==> config.mk <==
export PLATFORM = sky130hd
export DESIGN_NAME = apb_master_param_flat
export DESIGN_NICKNAME = d
export VERILOG_FILES = /design/src/rtl/apb_master_param_if.sv /design/src/rtl/apb_master_param.sv /design/src/flat_wrapper.sv
export SDC_FILE = /design/constraint.sdc
export NUM_CORES = 1
export LEC_CHECK = 0
export CORE_MARGIN = 3
export CORE_UTILIZATION = 46
export CTS_CLUSTER_SIZE = 8
export DETAILED_ROUTE_END_ITERATION = 10
export HOLD_SLACK_MARGIN = 0.08
export PLACE_DENSITY = 0.84
export SLEW_MARGIN = 25
export SYNTH_ARGS = -nofsm -noshare
export SYNTH_HDL_FRONTEND = slang
export SYNTH_SLANG_ARGS = --single-unit
==> constraint.sdc <==
create_clock -name clk -period 2.6 [get_ports clk]
set_clock_uncertainty 0.05 [all_clocks]
set_input_delay 0.52 -clock clk [delete_from_list [all_inputs] [get_ports clk]]
set_output_delay 0.52 -clock clk [all_outputs]
set_load 0.005 [all_outputs]
==> src/rtl/apb_master_param_if.sv <==
// ---------------------------------------------------------------------------
// apb_master_param_if
// APB bus bundle between apb_master_param and its slaves.
//   psel     one-hot slave select (NUM_SLAVES bits)   master -> slave
//   penable  access phase strobe                      master -> slave
//   pwrite   1 = write, 0 = read                      master -> slave
//   paddr    transfer address (ADDR_W)                master -> slave
//   pwdata   write data (DATA_W)                      master -> slave
//   prdata   read data (DATA_W)                       slave  -> master
//   pready   slave ready, ends the access phase       slave  -> master
//   pslverr  slave error, valid with pready           slave  -> master
// ---------------------------------------------------------------------------
interface apb_master_param_if #(
   parameter int ADDR_W     = 8,
   parameter int DATA_W     = 8,
   parameter int NUM_SLAVES = 2
) ();
   logic [NUM_SLAVES-1:0] psel;
   logic                  penable;
   logic                  pwrite;
   logic [ADDR_W-1:0]     paddr;
   logic [DATA_W-1:0]     pwdata;
   logic [DATA_W-1:0]     prdata;
   logic                  pready;
   logic                  pslverr;

   modport master (
      output psel, penable, pwrite, paddr, pwdata,
      input  prdata, pready, pslverr
   );

   modport slave (
      input  psel, penable, pwrite, paddr, pwdata,
      output prdata, pready, pslverr
   );
endinterface

==> src/rtl/apb_master_param.sv <==
// ---------------------------------------------------------------------------
// apb_master_param
// Processor-to-APB bridge with a one-entry pending command buffer and an
// optional access-phase timeout.
//   clk       sole clock, rising edge
//   reset     asynchronous, active-low reset
//   p_start   request strobe (p_write, p_addr, p_wdata, p_sel sampled with it)
//   p_rdata   read data of the last completed read
//   p_stable  one-cycle completion pulse, p_err valid with it
//   p_busy    transfer in flight or pending buffer occupied
//   p_ovf     sticky: a request was dropped because the buffer was full
//   apb       APB master side (psel/penable/pwrite/paddr/pwdata out,
//             prdata/pready/pslverr in)
// ---------------------------------------------------------------------------
module apb_master_param #(
   parameter int ADDR_W     = 8,
   parameter int DATA_W     = 8,
   parameter int NUM_SLAVES = 2,
   parameter int TIMEOUT    = 16,
   localparam int SEL_W     = (NUM_SLAVES > 1) ? $clog2(NUM_SLAVES) : 1
) (
   input  logic               clk,
   input  logic               reset,
   input  logic               p_start,
   input  logic               p_write,
   input  logic [ADDR_W-1:0]  p_addr,
   input  logic [DATA_W-1:0]  p_wdata,
   input  logic [SEL_W-1:0]   p_sel,
   output logic [DATA_W-1:0]  p_rdata,
   output logic               p_stable,
   output logic               p_err,
   output logic               p_busy,
   output logic               p_ovf,
   apb_master_param_if.master apb
);

   localparam int CNT_W = (TIMEOUT > 1) ? $clog2(TIMEOUT) : 1;
   // Counter value seen on the last permitted waiting cycle.
   localparam logic [CNT_W-1:0] TO_LAST = (TIMEOUT > 0) ? CNT_W'(TIMEOUT - 1) : '0;

   typedef enum logic [1:0] {
      IDLE   = 2'd0,
      SETUP  = 2'd1,
      ACCESS = 2'd2
   } state_t;

   state_t                state_reg;
   logic [CNT_W-1:0]      wait_cnt_reg;

   // The APB drive registers double as the latched command of the
   // transfer in flight.
   logic [NUM_SLAVES-1:0] psel_reg;
   logic                  penable_reg;
   logic                  pwrite_reg;
   logic [ADDR_W-1:0]     paddr_reg;
   logic [DATA_W-1:0]     pwdata_reg;

   logic                  buf_valid_reg;
   logic                  buf_write_reg;
   logic [ADDR_W-1:0]     buf_addr_reg;
   logic [DATA_W-1:0]     buf_wdata_reg;
   logic [SEL_W-1:0]      buf_sel_reg;

   logic [DATA_W-1:0]     p_rdata_reg;
   logic                  p_stable_reg;
   logic                  p_err_reg;
   logic                  p_ovf_reg;

   // Next command to launch: the buffered one has priority over a new strobe.
   logic                  nxt_write;
   logic [ADDR_W-1:0]     nxt_addr;
   logic [DATA_W-1:0]     nxt_wdata;
   logic [SEL_W-1:0]      nxt_sel;
   logic [NUM_SLAVES-1:0] nxt_onehot;
   logic                  nxt_sel_ok;

   logic                  complete;
   logic                  complete_err;

   assign nxt_write = buf_valid_reg ? buf_write_reg : p_write;
   assign nxt_addr  = buf_valid_reg ? buf_addr_reg  : p_addr;
   assign nxt_wdata = buf_valid_reg ? buf_wdata_reg : p_wdata;
   assign nxt_sel   = buf_valid_reg ? buf_sel_reg   : p_sel;

   // Out-of-range indices decode to all zeros, which marks the command invalid.
   for (genvar gi = 0; gi < NUM_SLAVES; gi++) begin : g_sel_dec
      assign nxt_onehot[gi] = (int'(nxt_sel) == gi);
   end
   assign nxt_sel_ok = |nxt_onehot;

   always_comb begin
      complete     = 1'b0;
      complete_err = 1'b0;
      case (state_reg)
         // SETUP with no select only happens for an invalid command launched
         // straight from a completion; it finishes here with an error.
         SETUP: begin
            if (psel_reg == '0) begin
               complete     = 1'b1;
               complete_err = 1'b1;
            end
         end
         ACCESS: begin
            if (apb.pready) begin
               complete     = 1'b1;
               complete_err = apb.pslverr;
            end else if ((TIMEOUT > 0) && (wait_cnt_reg == TO_LAST)) begin
               complete     = 1'b1;
               complete_err = 1'b1;
            end
         end
         default: ;
      endcase
   end

   always_ff @(posedge clk or negedge reset) begin
      if (!reset) begin
         state_reg     <= IDLE;
         wait_cnt_reg  <= '0;
         psel_reg      <= '0;
         penable_reg   <= 1'b0;
         pwrite_reg    <= 1'b0;
         paddr_reg     <= '0;
         pwdata_reg    <= '0;
         buf_valid_reg <= 1'b0;
         buf_write_reg <= 1'b0;
         buf_addr_reg  <= '0;
         buf_wdata_reg <= '0;
         buf_sel_reg   <= '0;
         p_rdata_reg   <= '0;
         p_stable_reg  <= 1'b0;
         p_err_reg     <= 1'b0;
         p_ovf_reg     <= 1'b0;
      end else begin
         p_stable_reg <= 1'b0;

         if (complete) begin
            p_stable_reg <= 1'b1;
            p_err_reg    <= complete_err;
            if ((state_reg == ACCESS) && apb.pready && !pwrite_reg) begin
               p_rdata_reg <= apb.prdata;
            end
            psel_reg    <= '0;
            penable_reg <= 1'b0;

            // The buffer frees on this edge, but a strobe arriving while it
            // is still full is dropped.
            if (buf_valid_reg) begin
               buf_valid_reg <= 1'b0;
               if (p_start) begin
                  p_ovf_reg <= 1'b1;
               end
            end

            // Chain straight into SETUP; an empty buffer plus a coincident
            // strobe passes the new command through without an IDLE cycle.
            if (buf_valid_reg || p_start) begin
               pwrite_reg <= nxt_write;
               paddr_reg  <= nxt_addr;
               pwdata_reg <= nxt_wdata;
               psel_reg   <= nxt_onehot;
               state_reg  <= SETUP;
            end else begin
               state_reg  <= IDLE;
            end
         end else begin
            case (state_reg)
               IDLE: begin
                  if (p_start) begin
                     if (nxt_sel_ok) begin
                        pwrite_reg <= nxt_write;
                        paddr_reg  <= nxt_addr;
                        pwdata_reg <= nxt_wdata;
                        psel_reg   <= nxt_onehot;
                        state_reg  <= SETUP;
                     end else begin
                        // No slave to address: report the error immediately.
                        p_stable_reg <= 1'b1;
                        p_err_reg    <= 1'b1;
                     end
                  end
               end
               SETUP: begin
                  penable_reg  <= 1'b1;
                  wait_cnt_reg <= '0;
                  state_reg    <= ACCESS;
               end
               ACCESS: begin
                  wait_cnt_reg <= wait_cnt_reg + CNT_W'(1);
               end
               default: begin
                  state_reg <= IDLE;
               end
            endcase

            if ((state_reg != IDLE) && p_start) begin
               if (!buf_valid_reg) begin
                  buf_valid_reg <= 1'b1;
                  buf_write_reg <= p_write;
                  buf_addr_reg  <= p_addr;
                  buf_wdata_reg <= p_wdata;
                  buf_sel_reg   <= p_sel;
               end else begin
                  p_ovf_reg <= 1'b1;
               end
            end
         end
      end
   end

   assign apb.psel    = psel_reg;
   assign apb.penable = penable_reg;
   assign apb.pwrite  = pwrite_reg;
   assign apb.paddr   = paddr_reg;
   assign apb.pwdata  = pwdata_reg;

   assign p_rdata  = p_rdata_reg;
   assign p_stable = p_stable_reg;
   assign p_err    = p_err_reg;
   assign p_ovf    = p_ovf_reg;
   assign p_busy   = (state_reg != IDLE) || buf_valid_reg;

endmodule

==> src/flat_wrapper.sv <==
// flat-port wrapper written by rule: the top's interface ports become plain ports
module apb_master_param_flat 
#(
   parameter int ADDR_W     = 8,
   parameter int DATA_W     = 8,
   parameter int NUM_SLAVES = 2,
   parameter int TIMEOUT    = 16,
   localparam int SEL_W     = (NUM_SLAVES > 1) ? $clog2(NUM_SLAVES) : 1
)
  (clk, reset, p_start, p_write, p_addr, p_wdata, p_sel, p_rdata, p_stable, p_err, p_busy, p_ovf, apb_psel, apb_penable, apb_pwrite, apb_paddr, apb_pwdata, apb_prdata, apb_pready, apb_pslverr);
  apb_master_param_if #(.ADDR_W(ADDR_W), .DATA_W(DATA_W), .NUM_SLAVES(NUM_SLAVES)) apb_i ();
  input  logic clk;
  input  logic reset;
  input  logic p_start;
  input  logic p_write;
  input  logic [ADDR_W-1:0] p_addr;
  input  logic [DATA_W-1:0] p_wdata;
  input  logic [SEL_W-1:0] p_sel;
  output logic [DATA_W-1:0] p_rdata;
  output logic p_stable;
  output logic p_err;
  output logic p_busy;
  output logic p_ovf;
  output wire logic [$bits(apb_i.psel)-1:0] apb_psel;
  output wire logic [$bits(apb_i.penable)-1:0] apb_penable;
  output wire logic [$bits(apb_i.pwrite)-1:0] apb_pwrite;
  output wire logic [$bits(apb_i.paddr)-1:0] apb_paddr;
  output wire logic [$bits(apb_i.pwdata)-1:0] apb_pwdata;
  input wire logic [$bits(apb_i.prdata)-1:0] apb_prdata;
  input wire logic [$bits(apb_i.pready)-1:0] apb_pready;
  input wire logic [$bits(apb_i.pslverr)-1:0] apb_pslverr;
  assign apb_psel = apb_i.psel;
  assign apb_penable = apb_i.penable;
  assign apb_pwrite = apb_i.pwrite;
  assign apb_paddr = apb_i.paddr;
  assign apb_pwdata = apb_i.pwdata;
  assign apb_i.prdata = apb_prdata;
  assign apb_i.pready = apb_pready;
  assign apb_i.pslverr = apb_pslverr;
  apb_master_param #(.ADDR_W(ADDR_W), .DATA_W(DATA_W), .NUM_SLAVES(NUM_SLAVES), .TIMEOUT(TIMEOUT)) u_core (.clk(clk), .reset(reset), .p_start(p_start), .p_write(p_write), .p_addr(p_addr), .p_wdata(p_wdata), .p_sel(p_sel), .p_rdata(p_rdata), .p_stable(p_stable), .p_err(p_err), .p_busy(p_busy), .p_ovf(p_ovf), .apb(apb_i));
endmodule
==> flow_metrics.tcl, run 1 <==
set metrics [dict create \
    p_leak_uw 0.00148 \
    yosysTopAreaCell "dfrtp_1" \
    fin_nets 285 \
    drc 0 \
    start_util_pct 48.6 \
    path_class "flop to flop" \
    slew_headroom_pct 58.9 \
    synth_cells 183 \
    hold_buffers 0 \
    vias_per_cell 5.20 \
    coreArea_um2 5240 \
    worst_skew_pair.late_latency_ns 0.31 \
    dieWidth_um 80.4 \
    status "finished, final reports clean" \
    cts_buffers 5 \
    path_clk_slew_ns 0.10 \
    htreeDepth 2 \
    cp.required_ns 2.74 \
    worst_pin_slew_ns 0.616 \
    cap_violations 0 \
    rows 26 \
    first_pass_iters 4 \
    cts_tree "done" \
    period_minus_slack_ns 2.22 \
    syn-num-nets 218 \
    finalCritPeriodShare_pct 85.3 \
    ys_warn_count 0 \
    slew_violations 0 \
    drt-total-wl_mm 4.90 \
    synth_top_area_share_pct 55.0 \
    critPathMaxFanout 17 \
    ff2ff_setup_slack_ns 0.38 \
    drive_gt1_share_pct 27.5 \
    place.detailed.hpwl_mm 3.53 \
    root_buffer "clkbuf_8" \
    hp-class "primary input to async pin" \
    start_kind "flop" \
    routabilityCongestion 0.815 \
    hold_viol 0 \
    async_reset_ff_share_pct 100 \
    drt-initial-drc-count 38 \
    worst_ep_arrival_time_ns 2.36 \
    seq_area_frac_synth_pct 55.0 \
    routed.top_layer "met4" \
    syn_area_um2 2550 \
    power_density_nw_per_um2 1180 \
    antenna_found_initial 0 \
    die-area_um2 6460 \
    syn2layout_area_growth_pct 32.6 \
    cts_resized 0 \
    fp.dieH_um 80.4 \
    setup_violations 0 \
    wirelength_met1_mm 2.16 \
    grt_overflow_total 0 \
    grt_pass1_wl_mm 8.30 \
    post_cts_buffers 0 \
    synth-edff-count 0 \
    setup_tns_ns 0 \
    post-route-util_pct 64.5 \
    antennaDiodeCount 0 \
    yosysUniqueCellTypes 32 \
    rsz0062_at_grt "false" \
    numPortBuffers 62 \
    avgRoutedWirePerCell_um 15.3 \
    synth_flop_cell "dfrtp_1" \
    antenna_left 0 \
    vdd.ir_drop.worst_uv 586 \
    synth_area_leaders "dfrtp_1 (55%), mux2_2 (19%), mux2_4 (4.7%), mux2_1 (4.4%), ha_1 (2.0%)" \
    clkSinkCount 56 \
    grtUsageTotal_pct 16.4 \
    grt_max_degree 32 \
    fmax_ghz 0.451 \
    end_kind "flop" \
    synth-seq-cells 56 \
    grt_pass1_vias 1792 \
    wl_met2_mm 2.40 \
    met3_length_um 279 \
    clockBufferDepth 2 \
    syn_avg_cell_area_um2 13.9 \
    ios 63 \
    vias 1669 \
]
## final cells by class
type                    instances  area [um^2]
clock inverters                 2         38.8
repair buffers                 68          686
multi-input cells             114         1060
flip-flops and latches         56         1400
well taps                      70         87.6
clock buffers                   6         82.6
inverters                       5         18.8
fillers                       411         1860
## synth_stat cells, types with 2 or more instances
| master | n |
|---|---|
| dfrtp_1 | 56 |
| mux2_2 | 42 |
| mux2_1 | 10 |
| mux2_4 | 8 |
| nor2_1 | 8 |
| o21ai_0 | 7 |
| a21oi_1 | 6 |
| inv_1 | 5 |
| nand2_1 | 5 |
| buf_6 | 4 |
| ha_1 | 4 |
| nand3_1 | 3 |
| buf_1 | 2 |
| mux2i_1 | 2 |
| nand2b_1 | 2 |
| nand4_1 | 2 |
| nor3b_1 | 2 |
## report_power, final
group / total [uW] / switching [uW] / leakage [uW] / internal, uW
clock network: 596 / 281 / 0.0000614 / 315
registers: 1520 / 239 / 0.000681 / 1280
logic: 1870 / 672 / 0.000742 / 1200
total: 3980 / 1190 / 0.00148 / 2790
## path summary, 6_finish.rpt
check,to,from,cells after the start
worst max-delay path,u_core.buf_write_reg,u_core.state_reg[0],7
worst min-delay path,u_core.apb.pwdata[0],reset,1
worst max register to register,u_core.buf_write_reg,u_core.state_reg[0],7
worst min register to register,u_core.p_ovf,u_core.p_ovf,1
max in group asynchronous,u_core.apb.psel[1],reset,2
min in group clk,u_core.p_ovf,u_core.p_ovf,1
## cell usage in the layout, fill, tap and decap left out, drive strengths merged, types with 5 or more instances in the layout
cell	n
clkdlybuf4s50	61
mux2	60
dfrtp	56
nor2	8
o21ai	7
buf	7
a21oi	6
clkbuf	6
inv	5
nand2	5
## critical path, stage by stage (launching register included)
cell     delay [ns]
dfrtp_1        0.36
inv_1          0.08
ha_1           0.32
and4_1         0.21
o31ai_1        0.33
and3b_1        0.27
buf_12         0.17
mux2_1         0.34
## routing by layer
layer	track usage [%]	vias to the layer above
met5	0	-
met4	4.05	0
met3	4.82	8
met2	27.2	51
met1	20.9	823
li1	-	787
## cell families (layout without fill, tap and decap cells)
kind of cell | after synthesis | after routing | share of synthesized area (%)
multiplexers | 62 | 62 | 28.5
AND/OR/NAND/NOR | 28 | 28 | 6.39
adder cells (fa/ha/maj) | 4 | 4 | 1.97
buffers and inverters | 13 | 81 | 3.24
flip-flops | 56 | 56 | 55.0
AO/OA/AOI/OAI | 20 | 20 | 4.87
## metrics by stage
| stage | instance area (um^2) | instances | setup WS (ns) | total power (uW) | hold WS [ns] |
|---|---|---|---|---|---|
| after detailed placement | 3260 | 313 | 0.216 | 3410 | 0.424 |
| after floorplan | 2550 | 183 | 0.556 | 2660 | 0.174 |
| final | 3380 | 321 | 0.381 | 3980 | 0.158 |
| after global routing | 3380 | 321 | 0.260 | 4260 | 0.192 |
| after CTS | 3380 | 321 | 0.361 | 4030 | 0.180 |
| after global placement | 3260 | 313 | 0.276 | 3340 | 0.401 |
Power figures use the tool's default switching activity.
==> run 2: changes to the inputs <==
--- a/config.mk
+++ b/config.mk
@@ -10,7 +10,7 @@
 export CTS_CLUSTER_SIZE = 8
 export DETAILED_ROUTE_END_ITERATION = 10
 export HOLD_SLACK_MARGIN = 0.08
-export PLACE_DENSITY = 0.84
+export PLACE_DENSITY_LB_ADDON = 0.2
 export SLEW_MARGIN = 25
 export SYNTH_ARGS = -nofsm -noshare
 export SYNTH_HDL_FRONTEND = slang
==> flow_metrics.tcl, run 2 (synthesis results as in run 1) <==
set metrics [dict create \
    vias_per_cell 5.12 \
    drc 0 \
    clkSinkCount 56 \
    die-area_um2 6460 \
    place.detailed.hpwl_mm 3.47 \
    worst_pin_slew_ns 0.432 \
    end_kind "output pin" \
    start_kind "flop" \
    coreArea_um2 5240 \
    cts_resized 0 \
    worst_skew_pair.late_latency_ns 0.30 \
    path_cells "inv_1, ha_1, nand2b_1, clkdlybuf4s50_1" \
    start_util_pct 48.6 \
    slowest_delay_ns 0.49 \
    grt_max_degree 47 \
    fp.dieH_um 80.4 \
    vdd.ir_drop.worst_uv 634 \
    critPathMaxFanout 7 \
    reg2reg_from "u_core.state_reg[0]" \
    ios 63 \
    antenna_found_initial 0 \
    worst_hold_slack_ns 0.424 \
    power_density_nw_per_um2 1150 \
    rsz0062_at_grt "false" \
    period_minus_slack_ns 2.19 \
    grt_pass1_wl_mm 8.31 \
    crit_family "buffers and inverters" \
    critPathSlowestCell "clkdlybuf4s50_1" \
    grtUsageTotal_pct 16.3 \
    path_class "flop to output pin" \
    numPortBuffers 62 \
    clockBufferDepth 2 \
    setup_tns_ns 0 \
    cts_buffers 5 \
    slew_violations 0 \
    setup_violations 0 \
    cap_violations 0 \
    rows 26 \
    fillers 414 \
    drt-initial-drc-count 53 \
    hold_start "u_core.p_ovf" \
    grt_pass1_vias 1773 \
    layout_common_cells "clkdlybuf4s50_1 (61), dfrtp_1 (56), mux2_2 (42), mux2_1 (10)" \
    cp.required_ns 2.03 \
    root_buffer "clkbuf_8" \
    path_clk_slew_ns 0.10 \
    drt-total-wl_mm 4.84 \
    dieWidth_um 80.4 \
    grt_overflow_total 0 \
    cts_tree "done" \
    fin_nets 287 \
    finalCritPeriodShare_pct 84.3 \
    status "finished, final reports clean" \
    fmax_ghz 0.456 \
    worst_ep_arrival_time_ns 1.62 \
    final_common_cell "clkdlybuf4s50_1" \
    hp-class "flop to flop" \
    post-route-util_pct 64.5 \
    drive_gt1_share_pct 27.7 \
    slew_headroom_pct 71.1 \
    cp_num_buf_inv 2 \
    hold_viol 0 \
    vias 1654 \
    p_leak_uw 0.00148 \
    post_cts_buffers 0 \
    routabilityCongestion 0.807 \
    htreeDepth 2 \
    syn2layout_area_growth_pct 32.6 \
    avgRoutedWirePerCell_um 15.0 \
    antenna_left 0 \
    antennaDiodeCount 0 \
    first_pass_iters 4 \
    critical_path.startpoint "u_core.state_reg[0]" \
]
## run 2: final timing paths
kind	slack [ns]	endpoint	cells past startpoint
setup / recovery	0.41	p_busy	4
hold reg to reg	0.42	u_core.p_ovf	1
hold / removal	0.42	u_core.p_ovf	1
min in group asynchronous	0.57	u_core.apb.paddr[1]	2
setup reg to reg	0.44	u_core.buf_wdata_reg[4]	7
max in group asynchronous	1.40	u_core.p_ovf	3
## run 2: metal layers
| layer | global-route usage (%) | part of all wire (%) |
|---|---|---|
| met1 | 22.4 | 46 |
| met4 | 3.89 | 0.87 |
| met3 | 3.25 | 3.7 |
| met5 | 0 | 0 |
| met2 | 26.6 | 50 |
## run 2: area by class of cell
type	count	area, um^2	area share, %
clock buffers	5	68.8	2.04
well taps	70	87.6	2.59
inverters	5	18.8	0.556
flip-flops and latches	56	1400	41.5
multi-input cells	114	1060	31.5
clock inverters	3	21.3	0.630
repair buffers	70	716	21.2
## run 2: what timing repair did
| item | in CTS | in global routing |
|---|---|---|
| hold endpoints to repair | 10 | 0 |
| endpoints found under the setup margin | 0 | 0 |
| hold buffers | 1 | 0 |
## run 2: per-stage QoR
stage,total power [uW],cell area [um^2],cells,worst slack (ns)
floorplan,2660,2550,183,0.556
global placement,3390,3280,314,0.264
detailed placement,3450,3280,314,0.258
CTS,3940,3380,323,0.402
global route,4180,3380,323,0.267
finish,3890,3380,323,0.409
## run 2: report_power, final
group          leakage [uW]  switching [uW]  internal (uW)
Sequential         0.000681             219           1280
Clock             0.0000445             292            192
Combinational      0.000757             680           1230
